### src/rtl/c3po_regs_pkg.sv
// c3po_regs_pkg: register map constants, field positions and FSM state
// type shared by the C-3PO per-port CSR bank.
package c3po_regs_pkg;

  // Register offsets inside a port window
  localparam int CTRL_OFF   = 0;
  localparam int STATUS_OFF = 1;
  localparam int COUNT_OFF  = 2;
  localparam int NUM_REGS   = 3;

  // CTRL field positions
  localparam int CTRL_EN_BIT   = 0;
  localparam int CTRL_ID_LSB   = 4;
  localparam int CTRL_ERR_BIT  = 8;
  localparam int CTRL_IDLE_BIT = 9;
  localparam int CTRL_MASK_BIT = 12;

  // STATUS field positions
  localparam int STAT_STICKY_BIT = 0;
  localparam int STAT_IDLE_BIT   = 1;

  // Host-side transaction FSM
  typedef enum logic {
    ST_IDLE = 1'b0,
    ST_ACK  = 1'b1
  } state_e;

endpackage

### src/rtl/c3po_csr_bank_if.sv
// c3po_csr_bank_if: registered req/ack host configuration bus.
interface c3po_csr_bank_if #(
  parameter int ADDR_SIZE_P = 8
);
  logic [ADDR_SIZE_P-1:0] addr;
  logic                   rd_wr;
  logic                   req;
  logic [31:0]            write_val;
  logic [31:0]            read_val;
  logic                   ack;
  logic                   resp_err;

  modport master (
    output addr, rd_wr, req, write_val,
    input  read_val, ack, resp_err
  );

  modport slave (
    input  addr, rd_wr, req, write_val,
    output read_val, ack, resp_err
  );
endinterface

### src/rtl/c3po_port_csr.sv
// c3po_port_csr: CTRL / STATUS / COUNT storage for one port.
// Optional feature macro: C3PO_REGS_IRQ_EN (CTRL.irq_mask and irq request).
module c3po_port_csr
  import c3po_regs_pkg::*;
#(
  parameter int PORT_IDX    = 0,
  parameter int CNT_WIDTH_P = 16
) (
  input  logic                       clk,
  input  logic                       reset_L,
  input  logic [NUM_REGS-1:0]        wr_stb,
  input  logic [31:0]                wdata,
  input  logic                       ctrl_err,
  input  logic                       ctrl_idle,
  input  logic                       evt,
  output logic                       enable,
  output logic [3:0]                 port_id,
`ifdef C3PO_REGS_IRQ_EN
  output logic                       irq_req,
`endif
  output logic [NUM_REGS-1:0][31:0]  rd_view
);

  localparam logic [3:0] ID_RST = 4'(PORT_IDX);

  logic                   enable_q, enable_d;
  logic [3:0]             id_q, id_d;
  logic                   sticky_q, sticky_d;
  logic [CNT_WIDTH_P-1:0] cnt_q, cnt_d;
`ifdef C3PO_REGS_IRQ_EN
  logic                   mask_q, mask_d;
`endif
  logic                   unused_wdata;

  // Only a few write-data bits land in storage; the rest are discarded.
  assign unused_wdata = ^wdata;

  // Next-state of every field; the read view is built from next-state so a
  // read launched at a write edge already returns the updated contents.
  always_comb begin
    enable_d = enable_q;
    id_d     = id_q;
`ifdef C3PO_REGS_IRQ_EN
    mask_d   = mask_q;
`endif
    if (wr_stb[CTRL_OFF]) begin
      enable_d = wdata[CTRL_EN_BIT];
      id_d     = wdata[CTRL_ID_LSB +: 4];
`ifdef C3PO_REGS_IRQ_EN
      mask_d   = wdata[CTRL_MASK_BIT];
`endif
    end

    // A new error wins over a simultaneous write-one-to-clear
    sticky_d = (sticky_q & ~(wr_stb[STATUS_OFF] & wdata[STAT_STICKY_BIT])) | ctrl_err;

    cnt_d = cnt_q;
    if (wr_stb[COUNT_OFF]) begin
      cnt_d = '0;
    end else if (evt && (cnt_q != '1)) begin
      cnt_d = cnt_q + CNT_WIDTH_P'(1);
    end

    rd_view = '0;
    rd_view[CTRL_OFF][CTRL_EN_BIT]         = enable_d;
    rd_view[CTRL_OFF][CTRL_ID_LSB +: 4]    = id_d;
    rd_view[CTRL_OFF][CTRL_ERR_BIT]        = ctrl_err;
    rd_view[CTRL_OFF][CTRL_IDLE_BIT]       = ctrl_idle;
`ifdef C3PO_REGS_IRQ_EN
    rd_view[CTRL_OFF][CTRL_MASK_BIT]       = mask_d;
`endif
    rd_view[STATUS_OFF][STAT_STICKY_BIT]   = sticky_d;
    rd_view[STATUS_OFF][STAT_IDLE_BIT]     = ctrl_idle;
    rd_view[COUNT_OFF]                     = 32'(cnt_d);
  end

  // Field storage
  always_ff @(posedge clk or negedge reset_L) begin
    if (!reset_L) begin
      enable_q <= 1'b0;
      id_q     <= ID_RST;
      sticky_q <= 1'b0;
      cnt_q    <= '0;
`ifdef C3PO_REGS_IRQ_EN
      mask_q   <= 1'b0;
`endif
    end else begin
      enable_q <= enable_d;
      id_q     <= id_d;
      sticky_q <= sticky_d;
      cnt_q    <= cnt_d;
`ifdef C3PO_REGS_IRQ_EN
      mask_q   <= mask_d;
`endif
    end
  end

  assign enable  = enable_q;
  assign port_id = id_q;
`ifdef C3PO_REGS_IRQ_EN
  assign irq_req = sticky_q & mask_q;
`endif

endmodule

### src/rtl/c3po_csr_bank.sv
// c3po_csr_bank: per-port CSR bank behind a registered req/ack host bus.
// Address decode, transaction FSM and response mux live here; per-port
// storage lives in c3po_port_csr.
// Optional feature macro: C3PO_REGS_IRQ_EN (irq output and CTRL.irq_mask).
module c3po_csr_bank
  import c3po_regs_pkg::*;
#(
  parameter int PORTS_P       = 4,
  parameter int ADDR_SIZE_P   = 8,
  parameter int ADDR_OFFSET_P = 16,
  parameter int CNT_WIDTH_P   = 16
) (
  input  logic                    clk,
  input  logic                    reset_L,
  c3po_csr_bank_if.slave          host,
  input  logic [PORTS_P-1:0]      cfg_ctrl_err,
  input  logic [PORTS_P-1:0]      cfg_ctrl_idle,
  input  logic [PORTS_P-1:0]      port_evt,
  output logic [PORTS_P-1:0]      cfg_port_enable,
  output logic [PORTS_P-1:0][3:0] cfg_port_id
`ifdef C3PO_REGS_IRQ_EN
  ,
  output logic                    irq
`endif
);

  state_e                                  state_q, state_d;
  logic [PORTS_P-1:0][NUM_REGS-1:0]        hit;
  logic [PORTS_P-1:0][NUM_REGS-1:0]        wr_stb;
  logic [PORTS_P-1:0][NUM_REGS-1:0][31:0]  view;
  logic                                    mapped;
  logic                                    accept;
  logic                                    ack_q, ack_d;
  logic                                    err_q, err_d;
  logic [31:0]                             rdata_q, rdata_d;

  // Address decode into one-hot per-register hits and write strobes
  always_comb begin
    hit = '0;
    for (int unsigned i = 0; i < PORTS_P; i++) begin
      for (int unsigned k = 0; k < NUM_REGS; k++) begin
        if (32'(host.addr) == 32'(ADDR_OFFSET_P * i + k)) begin
          hit[i][k] = 1'b1;
        end
      end
    end
    mapped = |hit;
    accept = (state_q == ST_IDLE) && host.req;
    wr_stb = (accept && !host.rd_wr) ? hit : '0;
  end

  // Transaction FSM next state and response values
  always_comb begin
    state_d = state_q;
    ack_d   = 1'b0;
    err_d   = 1'b0;
    rdata_d = '0;
    case (state_q)
      ST_IDLE: begin
        if (host.req) begin
          state_d = ST_ACK;
          ack_d   = 1'b1;
          err_d   = !mapped;
          if (host.rd_wr) begin
            for (int unsigned i = 0; i < PORTS_P; i++) begin
              for (int unsigned k = 0; k < NUM_REGS; k++) begin
                if (hit[i][k]) begin
                  rdata_d = rdata_d | view[i][k];
                end
              end
            end
          end
        end
      end
      ST_ACK:  state_d = ST_IDLE;
      default: state_d = ST_IDLE;
    endcase
  end

  // FSM state register
  always_ff @(posedge clk or negedge reset_L) begin
    if (!reset_L) begin
      state_q <= ST_IDLE;
    end else begin
      state_q <= state_d;
    end
  end

  // Registered response
  always_ff @(posedge clk or negedge reset_L) begin
    if (!reset_L) begin
      ack_q   <= 1'b0;
      err_q   <= 1'b0;
      rdata_q <= '0;
    end else begin
      ack_q   <= ack_d;
      err_q   <= err_d;
      rdata_q <= rdata_d;
    end
  end

  assign host.ack      = ack_q;
  assign host.resp_err = err_q;
  assign host.read_val = rdata_q;

`ifdef C3PO_REGS_IRQ_EN
  logic [PORTS_P-1:0] irq_req;
  logic               irq_q;

  // Interrupt is the registered OR of masked sticky errors
  always_ff @(posedge clk or negedge reset_L) begin
    if (!reset_L) begin
      irq_q <= 1'b0;
    end else begin
      irq_q <= |irq_req;
    end
  end

  assign irq = irq_q;
`endif

  for (genvar g = 0; g < PORTS_P; g++) begin : g_port
    c3po_port_csr #(
      .PORT_IDX    (g),
      .CNT_WIDTH_P (CNT_WIDTH_P)
    ) u_port (
      .clk       (clk),
      .reset_L   (reset_L),
      .wr_stb    (wr_stb[g]),
      .wdata     (host.write_val),
      .ctrl_err  (cfg_ctrl_err[g]),
      .ctrl_idle (cfg_ctrl_idle[g]),
      .evt       (port_evt[g]),
      .enable    (cfg_port_enable[g]),
      .port_id   (cfg_port_id[g]),
`ifdef C3PO_REGS_IRQ_EN
      .irq_req   (irq_req[g]),
`endif
      .rd_view   (view[g])
    );
  end

endmodule

### src/flat_wrapper.sv
// flat-port wrapper written by rule: the top's interface ports become plain ports
module c3po_csr_bank_flat import c3po_regs_pkg::*;
#(
  parameter int PORTS_P       = 4,
  parameter int ADDR_SIZE_P   = 8,
  parameter int ADDR_OFFSET_P = 16,
  parameter int CNT_WIDTH_P   = 16
)
  (clk, reset_L, cfg_ctrl_err, cfg_ctrl_idle, port_evt, cfg_port_enable, cfg_port_id, host_addr, host_rd_wr, host_req, host_write_val, host_read_val, host_ack, host_resp_err);
  c3po_csr_bank_if #(.ADDR_SIZE_P(ADDR_SIZE_P)) host_i ();
  input  logic clk;
  input  logic reset_L;
  input  logic [PORTS_P-1:0] cfg_ctrl_err;
  input  logic [PORTS_P-1:0] cfg_ctrl_idle;
  input  logic [PORTS_P-1:0] port_evt;
  output logic [PORTS_P-1:0] cfg_port_enable;
  output logic [PORTS_P-1:0][3:0] cfg_port_id;
  input wire logic [$bits(host_i.addr)-1:0] host_addr;
  input wire logic [$bits(host_i.rd_wr)-1:0] host_rd_wr;
  input wire logic [$bits(host_i.req)-1:0] host_req;
  input wire logic [$bits(host_i.write_val)-1:0] host_write_val;
  output wire logic [$bits(host_i.read_val)-1:0] host_read_val;
  output wire logic [$bits(host_i.ack)-1:0] host_ack;
  output wire logic [$bits(host_i.resp_err)-1:0] host_resp_err;
  assign host_i.addr = host_addr;
  assign host_i.rd_wr = host_rd_wr;
  assign host_i.req = host_req;
  assign host_i.write_val = host_write_val;
  assign host_read_val = host_i.read_val;
  assign host_ack = host_i.ack;
  assign host_resp_err = host_i.resp_err;
  c3po_csr_bank #(.PORTS_P(PORTS_P), .ADDR_SIZE_P(ADDR_SIZE_P), .ADDR_OFFSET_P(ADDR_OFFSET_P), .CNT_WIDTH_P(CNT_WIDTH_P)) u_core (.clk(clk), .reset_L(reset_L), .host(host_i), .cfg_ctrl_err(cfg_ctrl_err), .cfg_ctrl_idle(cfg_ctrl_idle), .port_evt(port_evt), .cfg_port_enable(cfg_port_enable), .cfg_port_id(cfg_port_id));
endmodule
### config.mk
export PLATFORM = sky130hd
export DESIGN_NAME = c3po_csr_bank_flat
export DESIGN_NICKNAME = d
export VERILOG_FILES = /design/src/rtl/c3po_regs_pkg.sv /design/src/rtl/c3po_csr_bank_if.sv /design/src/rtl/c3po_port_csr.sv /design/src/rtl/c3po_csr_bank.sv /design/src/flat_wrapper.sv
export SDC_FILE = /design/constraint.sdc
export NUM_CORES = 1
export LEC_CHECK = 0
export BUFFER_PORTS_ARGS = -buffer_cell sky130_fd_sc_hd__buf_2
export CAP_MARGIN = 20
export CORE_MARGIN = 5
export CORE_UTILIZATION = 25
export CTS_CLUSTER_DIAMETER = 200
export CTS_CLUSTER_SIZE = 8
export DETAILED_ROUTE_END_ITERATION = 16
export PLACE_DENSITY = 0.46
export REMOVE_ABC_BUFFERS = 1
export SLEW_MARGIN = 40
export SYNTH_ARGS = -nofsm -noshare
export SYNTH_HDL_FRONTEND = slang
export SYNTH_HIERARCHICAL = 1
export SYNTH_SLANG_ARGS = --single-unit
### constraint.sdc
create_clock -name clk -period 2.75 [get_ports clk]
set_input_delay 0.6875 -clock clk [delete_from_list [all_inputs] [get_ports clk]]
set_output_delay 0.6875 -clock clk [all_outputs]
set_load 0.05 [all_outputs]
==> impl_metrics.csv, run 1 <==
group,metric,value,unit
outcome,status,"completed",
global_routing,grt-ovfl-total,0,
timing,timing.clock.skew,16.7,ps
routing,routed_wl,36.2,mm
clock_tree,cts.sink_count,122,
floorplanning,floorplan.die_area,50500,um2
clock_tree,cts_clk_pin_slew_worst_paths,70,ps
routing,final_antenna_net_count,0,
floorplanning,top_level_ports,110,
critical_path,critical_path_arrival,2970,ps
pwr,intPower,4.22,mW
flow_run,cap_viol_max_count,0,
pwr,switching_power,2.15,mW
timing,maxSlewHeadroom,0.496,
placed_design,gpl.final_weighted_congestion,0.822,
min_path,hold_path.class,"primary input to async pin",
floorplanning,initial_utilization,0.253,
placed_design,place_worst_setup_slack,-259,ps
clock_tree,tritoncts,"yes",
global_routing,grt_use_total,0.143,
clock_tree,clock_insertion_delay_worst_skew,450,ps
placed_design,place_hpwl,28.2,mm
floorplanning,core_area,45500,um2
global_routing,grt_antenna_before_repair,1,
routing,firstDrtPassIters,5,
critical_path,start_kind,"flop",
synth,synth.distinct_cells,74,
clock_tree,htree_num_levels,4,
clock_tree,clock_tree.buffer_depth,2,
routing,drt_iter0_drcs,630,
layout,synthToLayoutAreaGrowth,15.3,%
synth,yosys_register_bits,122,
pwr,leakagePower,6.06,nW
critical_path,crit_type,"flop to flop",
timing,report.final.setup_viol,0,
synth,synth_sequential_area_ratio,0.265,
synth,mappedNetlistArea,11500,um2
critical_path,r2r_start,"u_core/g_port[2].u_port/cnt_q[0]",
layout,final_net_count,1517,
critical_path,worst-path-max-fanout,5,
global_routing,grt_first_pass_wirelength,55.5,mm
clock_tree,cts_buffers,17,
timing,final.min_clock_period,2690,ps
synth,synth_async_sr_flop_share,1.00,
timing,layout_worst_path_cycle_share,0.977,
global_routing,grt_pass1_vias,9118,
timing,finalMaxSlewViolations,0,
critical_path,timing.critical_path.required,3040,ps
synth,synth-main-ff-cell,"dfrtp_1",
global_routing,grt_max_degree,55,
routing,route.detailed.vias_per_inst,4.50,
synth,edff_count_synth,0,
layout,fill_cell_instance_count_of_the_final_layout,4869,
pwr,pwr-share-seq,0.350,
synth,ys_warn_count,6,
layout,post_route_cells_drive_above_1_share,0.278,
timing,max_freq,372,MHz
routing,drcViolationCount,0,
timing,setup_ws,63.9,ps
synth,synthesis.instances,1266,
floorplanning,die_x_extent,225,um
placed_design,place.port_buffers,82,
layout,antenna_cells_inserted,0,
critical_path,critical_path.startpoint,"u_core/g_port[2].u_port/cnt_q[0]",
routing,wl_per_cell,17.5,um
pwr,combPwrFrac,0.253,
layout,regArea,3060,um2
floorplanning,die_h,225,um
pwr,switching_share,0.338,
pwr,pwr-share-clk,0.397,
synth,average_instance_area_after_synthesis,9.11,um2
pwr,power_per_cell_area,480,nW/um2
critical_path,reg2reg_depth,10,
timing,hold_violations,0,
layout,fin_util,0.292,
clock_tree,clockRootBuffer,"clkbuf_16",
critical_path,critical_path.endpoint_type,"flop",
routing,detailroute.via_count,9311,
pwr,ir_worst_vdd,0.000396,V
floorplanning,rows,78,
layout,multi_input_area,6950,um2
timing,worst-slew-pin-transition,746,ps
pwr,power.total,6.37,mW
cell usage after synthesis (all sizes together) (33+ instances only):
cell / number / share of area
a22o: 33 / 0.025
nand2: 47 / 0.015
a21oi: 45 / 0.020
a22oi: 51 / 0.034
buf: 353 / 0.22
nor3: 33 / 0.018
dfrtp: 118 / 0.26
mux2: 42 / 0.041
nor2: 55 / 0.019
mux2i: 73 / 0.063
routing by layer:
| layer | track usage | up-vias | share of wire |
|---|---|---|---|
| met4 | 0.0583 | 0 | 0.033 |
| met3 | 0.0185 | 47 | 0.038 |
| li1 | - | 4528 | - |
| met2 | 0.225 | 202 | 0.46 |
| met5 | 0 | - | 0 |
| met1 | 0.198 | 4534 | 0.47 |
kinds of logic (layout without fill, tap and decap cells):
kind of cell | count (synthesis) | after routing | synth area share
buffers and inverters | 384 | 308 | 0.233
AND/OR/NAND/NOR | 324 | 324 | 0.175
AO/OA/AOI/OAI | 301 | 301 | 0.198
multiplexers | 123 | 123 | 0.120
flip-flops | 122 | 122 | 0.265
adder cells (fa/ha/maj) | 4 | 4 | 0.00434
other | 4 | 284 | 0.00130
XOR/XNOR | 4 | 4 | 0.00304
registers in the layout, indices dropped and copies added (netlist names):
name	count
u_core/state_q	1
u_core/g_port.u_port/enable	4
u_core/g_port.u_port/port_id	16
u_core/host.resp_err	1
u_core/g_port.u_port/cnt_q	64
u_core/g_port.u_port/sticky_q	4
u_core/host.read_val	32
power by group through the flow:
stage / Clock (mW) / Combinational (mW) / Sequential, mW
after floorplan: 0 / 0.767 / 2.24
after global placement: 0 / 1.55 / 2.25
after detailed placement: 0 / 1.57 / 2.25
after CTS: 2.59 / 1.58 / 2.22
after global routing: 2.67 / 1.79 / 2.26
final: 2.53 / 1.62 / 2.23
layout make-up:
cell class | instances | share of cell area
clock buffers | 19 | 0.0341
multi-input cells | 1040 | 0.523
inverters | 14 | 0.00395
clock inverters | 13 | 0.0143
flip-flops and latches | 122 | 0.230
repair buffers | 262 | 0.138
well taps | 600 | 0.0565
critical path: stages (launching register included):
cell and delay (ps):
dfrtp_1 350, ha_1 190, nand4_2 190, buf_4 200, o41ai_4 390, buf_4 200, o21ai_0 90, a21oi_1 210
a22oi_1 110, o32a_1 190, a31oi_1 400
worst paths after layout:
check / end / slack [ps]
setup / recovery: u_core/host.read_val[3] / 60
hold / removal: u_core/host.read_val[20] / 120
setup reg to reg: u_core/host.read_val[3] / 60
hold reg to reg: u_core/g_port[3].u_port/sticky_q / 480
max in group asynchronous: u_core/g_port[1].u_port/port_id[0] / 1950
min in group clk: u_core/g_port[3].u_port/sticky_q / 480
through the flow:
step | std cells | hold slack, ps | cell area [um2] | TNS [ps]
after floorplan | 1176 | 392 | 9940 | -1960
final | 2070 | 121 | 13300 | 0
after CTS | 2069 | 113 | 13200 | 0
after detailed placement | 2037 | 469 | 12500 | -2500
after global placement | 2037 | 457 | 12500 | -2460
after global routing | 2070 | 126 | 13300 | -42.1
cell usage in the layout, fill, tap and decap left out, drive strengths merged, types with 42 or more instances in the layout:
cell type | synthesis | routed
nor2 | 55 | 55
mux2i | 73 | 73
nand2 | 47 | 47
a22oi | 51 | 51
mux2 | 42 | 42
dfrtp | 118 | 118
conb | 4 | 284
a21oi | 45 | 45
buf | 353 | 262
repair_timing:
item	4_1_cts	5_1_grt
resized for setup	2	23
buffers inserted	0	1
pin swaps	0	2
hold buffers	0	0
setup endpoints to repair	2	11
Note: power is estimated with default switching activity, not from simulation.
==> inputs of run 2 (changes only) <==
--- a/config.mk
+++ b/config.mk
@@ -8,14 +8,13 @@
 export BUFFER_PORTS_ARGS = -buffer_cell sky130_fd_sc_hd__buf_2
 export CAP_MARGIN = 20
 export CORE_MARGIN = 5
-export CORE_UTILIZATION = 25
+export CORE_UTILIZATION = 28
 export CTS_CLUSTER_DIAMETER = 200
 export CTS_CLUSTER_SIZE = 8
 export DETAILED_ROUTE_END_ITERATION = 16
-export PLACE_DENSITY = 0.46
+export PLACE_DENSITY = 0.52
 export REMOVE_ABC_BUFFERS = 1
 export SLEW_MARGIN = 40
 export SYNTH_ARGS = -nofsm -noshare
 export SYNTH_HDL_FRONTEND = slang
-export SYNTH_HIERARCHICAL = 1
 export SYNTH_SLANG_ARGS = --single-unit
==> run 2 against run 1 <==
Net effect:
- synthesized area decreased by 48%
- sequential share of layout area increased by 15 points
- non-clock buffer count fell by 165
- setup slack better by 260 ps
- maximum frequency rose by 11%
- utilization is 4.4 points higher
- critical path type unchanged
- largest power group is now registers
==> impl_metrics.csv, run 2 <==
group,metric,value,unit
outcome,status,"completed",
timing,worst-slew-pin-transition,617,ps
pwr,switching_power,1.50,mW
routing,wl_per_cell,17.9,um
synth,synth_fa_ha_area_frac,0.00832,
pwr,leakagePower,3.11,nW
routing,final_antenna_net_count,0,
timing,max_freq,412,MHz
critical_path,critical_path.endpoint_type,"flop",
flow_run,cap_viol_max_count,0,
synth,yosys_register_bits,106,
routing,firstDrtPassIters,5,
floorplanning,floorplan.die_area,24500,um2
critical_path,critical_path_arrival,2640,ps
synth,synth_simple_gate_area_share,0.242,
synth,synth_compound_gate_area_share,0.122,
timing,sum_of_negative_setup_slack,0,ps
floorplanning,die_h,157,um
layout,finalInstanceArea,7080,um2
synth,yosys-mux-area-fraction,0.0832,
synth,ys_warn_count,0,
synth,synth_async_sr_flop_share,1.00,
synth,yosys.area_share.xor_xnor,0.0582,
clock_tree,htree_num_levels,3,
routing,routed_wl,17.4,mm
global_routing,grt_use_total,0.144,
synth,area_share_of_the_largest_cell_type_after_synthesis,0.424,
layout,register_ranked_first_by_flip_flop_count,"u_core.g_port.u_port.cnt_q",
timing,maxSlewHeadroom,0.583,
pwr,combPwrFrac,0.219,
pwr,ir_worst_vdd,0.000315,V
synth,average_instance_area_after_synthesis,9.96,um2
pwr,power.total,4.42,mW
clock_tree,ctsResizeCount,0,
critical_path,reg2reg_depth,7,
pwr,power_per_cell_area,624,nW/um2
critical_path,critical_path.reg2reg.endpoint,"u_core.host.read_val[1]",
timing,report.final.setup_viol,0,
synth,synth_top_family_by_area,"simple AND/OR/NAND/NOR gates",
synth,mappedNetlistArea,6020,um2
clock_tree,clock_tree.buffer_depth,2,
global_routing,grt_pass1_vias,4892,
layout,final_net_count,753,
floorplanning,top_level_ports,110,
global_routing,grt_max_degree,65,
pwr,pwr-share-seq,0.462,
timing,rsz0062_at_grt,"no",
routing,drt_iter0_drcs,355,
pwr,intPower,2.93,mW
routing,drcViolationCount,0,
placed_design,dpl-instance-area,6760,um2
critical_path,r2r_start,"u_core.g_port[0].u_port.cnt_q[1]",
global_routing,grt_antenna_before_repair,0,
floorplanning,initial_utilization,0.285,
floorplanning,die_x_extent,157,um
synth,edff_count_synth,0,
synth,synth-main-ff-cell,"dfrtp_1",
placed_design,place.port_buffers,66,
synth,synth_top_cells_by_area,"dfrtp_1 (42%), nor2_1 (5.4%), mux2_2 (4.1%), nand2_1 (3.2%), xnor2_1 (3.2%)",
critical_path,timing.reg2reg.setup_slack,320,ps
clock_tree,postCtsSetupRepairBufs,0,
timing,layout_worst_path_cycle_share,0.884,
critical_path,start_kind,"flop",
floorplanning,rows,53,
routing,detailroute.via_count,4950,
clock_tree,clock_insertion_delay_worst_skew,350,ps
floorplanning,core_area,21100,um2
layout,most-common-layout-cells,"dfrtp_1 (102), nor2_1 (87), buf_2 (65), nand2_1 (52), buf_4 (31)",
layout,post_route_cells_drive_above_1_share,0.241,
critical_path,crit_end,"u_core.host.read_val[1]",
critical_path,cpPeakStageDelay,560,ps
timing,finalMaxSlewViolations,0,
routing,route.detailed.vias_per_inst,5.09,
placed_design,place_hpwl,13.5,mm
synth,synth_sequential_area_ratio,0.442,
synth,synth_commonest_cells,"dfrtp_1 (102), nor2_1 (87), nand2_1 (52)",
timing,timing.clock.skew,9.76,ps
layout,commonest_non_fill_non_tap_cell_in_the_layout,"dfrtp_1",
clock_tree,cts_buffers,9,
timing,final.min_clock_period,2430,ps
placed_design,gpl.final_weighted_congestion,0.844,
timing,hold_violations,0,
min_path,hold_path.class,"primary input to async pin",
global_routing,grt_first_pass_wirelength,27.7,mm
pwr,pwr-share-clk,0.319,
global_routing,grt-ovfl-total,0,
critical_path,crit_type,"flop to flop",
clock_tree,cts_clk_pin_slew_worst_paths,70,ps
placed_design,place_worst_setup_slack,136,ps
layout,antenna_cells_inserted,0,
synth,post-synth-top-area-cell,"dfrtp_1",
clock_tree,clockRootBuffer,"clkbuf_16",
critical_path,worstPathCellList,"ha_1 -> nand4_1 -> nor4_2 -> nand4b_1 -> o211ai_1 -> a311oi_1 -> a21oi_1",
synth,synth.distinct_cells,69,
layout,synthToLayoutAreaGrowth,17.7,%
critical_path,worst-path-max-fanout,5,
pwr,switching_share,0.338,
critical_path,timing.critical_path.required,2950,ps
layout,largest_reg_flops,64,
clock_tree,post_cts_hold_buffer_count,0,
layout,instances_no_fill,973,
clock_tree,tritoncts,"yes",
timing,setup_ws,320,ps
placed_design,placed_cells,957,
critical_path,cell_with_the_largest_stage_delay_on_the_worst_path,"nor4_2",
synth,synthesis.instances,604,
clock_tree,cts.sink_count,106,
synth,synthMostInstantiatedCell,"dfrtp_1",
critical_path,critical_path.startpoint,"u_core.g_port[0].u_port.cnt_q[1]",
-- run 2: cells by family (layout without fill, tap and decap cells) --
logic type,after synthesis,in the layout
flip-flops,106,106
adder cells (fa/ha/maj),4,4
other,1,16
XOR/XNOR,40,40
AND/OR/NAND/NOR,274,274
buffers and inverters,42,121
multiplexers,41,41
AO/OA/AOI/OAI,96,96
-- run 2: power groups by stage --
stage | Clock, mW | Combinational [mW] | Sequential, mW
detailed placement | 0 | 0.978 | 2.06
global route | 1.51 | 1.08 | 2.07
floorplan | 0 | 0.635 | 2.04
CTS | 1.44 | 0.980 | 2.03
finish | 1.41 | 0.969 | 2.04
global placement | 0 | 0.967 | 2.06
-- run 2: routing by layer --
layer  track usage  share of wire  wire length [um]
met1         0.208           0.48              8270
met2         0.220           0.45              7840
met3        0.0354          0.062              1070
met4        0.0306          0.011               195
met5             0              0                 0
-- run 2: final cells by class --
type,count,area [um2]
clock buffers,10,229
multi-input cells,471,3150
clock inverters,6,91.3
repair buffers,97,578
well taps,275,344
fillers,2200,14000
flip-flops and latches,106,2660
inverters,8,30.0
-- run 2: stage by stage --
| stage | util | hold WS (ps) |
|---|---|---|
| global placement | 0.321 | 464 |
| CTS | 0.336 | 238 |
| floorplan | - | 392 |
| detailed placement | 0.321 | 465 |
| finish | 0.336 | 239 |
| global route | 0.336 | 248 |
-- run 2: worst min path at each step --
stage                                           startpoint                                  to  slack, ps  cells after the start
after global routing                               reset_L  u_core.g_port[2].u_port.port_id[3]        250                      1
after CTS                                          reset_L  u_core.g_port[2].u_port.port_id[0]        240                      1
after global placement    u_core.g_port[3].u_port.sticky_q    u_core.g_port[3].u_port.sticky_q        460                      1
final                                              reset_L  u_core.g_port[2].u_port.port_id[3]        240                      1
after floorplan                                    reset_L    u_core.g_port[0].u_port.cnt_q[0]        390                      0
after detailed placement  u_core.g_port[3].u_port.sticky_q    u_core.g_port[3].u_port.sticky_q        470                      1
-- run 2: critical path: cells and delay by family (launching register included) --
family / cells / cell delay (ps)
simple gates: 3 / 1020
compound gates: 3 / 630
flops: 1 / 390
fa+ha+maj: 1 / 250
==> inputs of run 3 (changes only) <==
--- a/config.mk
+++ b/config.mk
@@ -9,6 +9,7 @@
 export CAP_MARGIN = 20
 export CORE_MARGIN = 5
 export CORE_UTILIZATION = 28
+export CTS_BUF_LIST = sky130_fd_sc_hd__clkbuf_2 sky130_fd_sc_hd__clkbuf_4 sky130_fd_sc_hd__clkbuf_8
 export CTS_CLUSTER_DIAMETER = 200
 export CTS_CLUSTER_SIZE = 8
 export DETAILED_ROUTE_END_ITERATION = 16
==> run 3 against run 2 <==
Net effect:
- hold slack got worse by 43 ps
- combinational power about the same
- final cell count unchanged
- global-route usage is essentially flat
- critical path depth did not move
- highest routed layer unchanged
- clock power shrank 23%
- register-to-register slack got worse by 40 ps
- largest power group unchanged
- sequential cell count stayed put
- routed wire length hardly changed
- critical endpoint unchanged
- utilization decreased by 0.46 points
- via count fell by 0.53%
==> impl_metrics.csv, run 3 (synthesis gave the netlist of run 2 again) <==
group,metric,value,unit
outcome,status,"completed",
global_routing,grt-ovfl-total,0,
layout,synthToLayoutAreaGrowth,16.1,%
timing,hold_violations,0,
critical_path,start_kind,"flop",
clock_tree,cts_buffers,9,
floorplanning,core_area,21100,um2
critical_path,timing.critical_path.required,2990,ps
clock_tree,postCtsSetupRepairBufs,0,
layout,antenna_cells_inserted,0,
global_routing,grt_first_pass_wirelength,27.7,mm
clock_tree,cts_clk_pin_slew_worst_paths,100,ps
timing,layout_worst_path_cycle_share,0.897,
clock_tree,post_cts_hold_buffer_count,0,
pwr,ir_worst_vdd,0.000271,V
layout,instances_no_fill,973,
clock_tree,clock_tree.buffer_depth,2,
global_routing,grt_use_total,0.145,
critical_path,critical_path.endpoint_type,"flop",
placed_design,gpl.final_weighted_congestion,0.844,
timing,max_freq,405,MHz
clock_tree,tritoncts,"yes",
floorplanning,top_level_ports,110,
timing,worst-slew-pin-transition,630,ps
layout,regArea,2660,um2
timing,final.min_clock_period,2470,ps
layout,register_ranked_first_by_flip_flop_count,"u_core.g_port.u_port.cnt_q",
timing,rsz0062_at_grt,"no",
floorplanning,initial_utilization,0.285,
critical_path,worst-path-max-fanout,5,
timing,worst_case_hold_slack,196,ps
clock_tree,clockRootBuffer,"clkbuf_8",
global_routing,grt_max_degree,65,
routing,firstDrtPassIters,5,
routing,detailroute.via_count,4924,
routing,wl_per_cell,17.9,um
global_routing,grt_antenna_before_repair,0,
floorplanning,die_h,157,um
placed_design,placed_cells,957,
floorplanning,floorplan.die_area,24500,um2
pwr,leakagePower,3.06,nW
routing,final_antenna_net_count,0,
routing,drcViolationCount,0,
critical_path,reg2reg_depth,7,
timing,maxSlewHeadroom,0.579,
timing,sum_of_negative_setup_slack,0,ps
floorplanning,rows,53,
layout,multi_input_area,3150,um2
layout,largest_reg_flops,64,
pwr,power_per_cell_area,587,nW/um2
layout,most-common-layout-cells,"dfrtp_1 (102), nor2_1 (87), buf_2 (65), nand2_1 (52), buf_4 (31)",
critical_path,critical_path_arrival,2710,ps
routing,routed_wl,17.4,mm
clock_tree,clock_insertion_delay_worst_skew,390,ps
layout,commonest_non_fill_non_tap_cell_in_the_layout,"dfrtp_1",
routing,drt_iter0_drcs,337,
min_path,hold_path.class,"primary input to async pin",
timing,report.final.setup_viol,0,
clock_tree,htree_num_levels,3,
clock_tree,ctsResizeCount,0,
placed_design,place.port_buffers,66,
floorplanning,die_x_extent,157,um
timing,timing.clock.skew,11.4,ps
routing,route.detailed.vias_per_inst,5.06,
global_routing,grt_pass1_vias,4900,
flow_run,cap_viol_max_count,0,
timing,finalMaxSlewViolations,0,
layout,final_net_count,753,
critical_path,crit_type,"flop to flop",
layout,fill_cell_instance_count_of_the_final_layout,2218,
layout,post_route_cells_drive_above_1_share,0.242,
placed_design,place_hpwl,13.5,mm
clock_tree,cts.sink_count,106,
## run 3: cell counts in the layout (fill, tap and decap cells not counted)
No cell type changed its count.
## run 3: per-layer routing
metal / up-vias / GRT usage / part of all wire
met1: 2402 / 0.208 / 0.47
met5: - / 0 / 0
met4: 0 / 0.0331 / 0.012
li1: 2352 / - / -
met3: 15 / 0.0362 / 0.063
met2: 155 / 0.220 / 0.45
## run 3: where the power goes
group          switching (mW)  internal (mW)
registers               0.268           1.77
clock network           0.569          0.525
logic                   0.614          0.352
total                    1.45           2.65
## run 3: final timing paths
| path | startpoint | end | slack [ps] |
|---|---|---|---|
| max reg2reg | u_core.g_port[0].u_port.cnt_q[1] | u_core.host.read_val[1] | 280 |
| max | u_core.g_port[0].u_port.cnt_q[1] | u_core.host.read_val[1] | 280 |
| max in group asynchronous | reset_L | u_core.g_port[0].u_port.cnt_q[14] | 1890 |
| min reg2reg | u_core.g_port[0].u_port.sticky_q | u_core.g_port[0].u_port.sticky_q | 490 |
| min in group clk | cfg_ctrl_err[3] | u_core.g_port[3].u_port.sticky_q | 490 |
| min | reset_L | u_core.g_port[2].u_port.port_id[3] | 200 |
## run 3: worst max-delay path, cell delays in order, from the launching register on
cell and delay [ps]:
dfrtp_1 400, ha_1 250, nand4_1 260, nor4_2 550, nand4b_1 190, o211ai_1 90, a311oi_1 440, a21oi_1 130
## run 3: stage by stage
stage	power (mW)	worst slack, ps	utilization	cell area (um2)
final	4.10	284	0.331	6990
after global placement	3.02	184	0.321	6760
after detailed placement	3.04	136	0.321	6760
after CTS	4.15	330	0.331	6990
after floorplan	2.67	436	-	5840
after global routing	4.34	126	0.331	6990
## run 3: cell type report
class	instances	area share
Inverter	8	0.00430
Clock inverter	6	0.0131
Tap cell	275	0.0493
Multi-Input combinational cell	471	0.451
Clock buffer	10	0.0188
Timing Repair Buffer	97	0.0828
Sequential cell	106	0.380
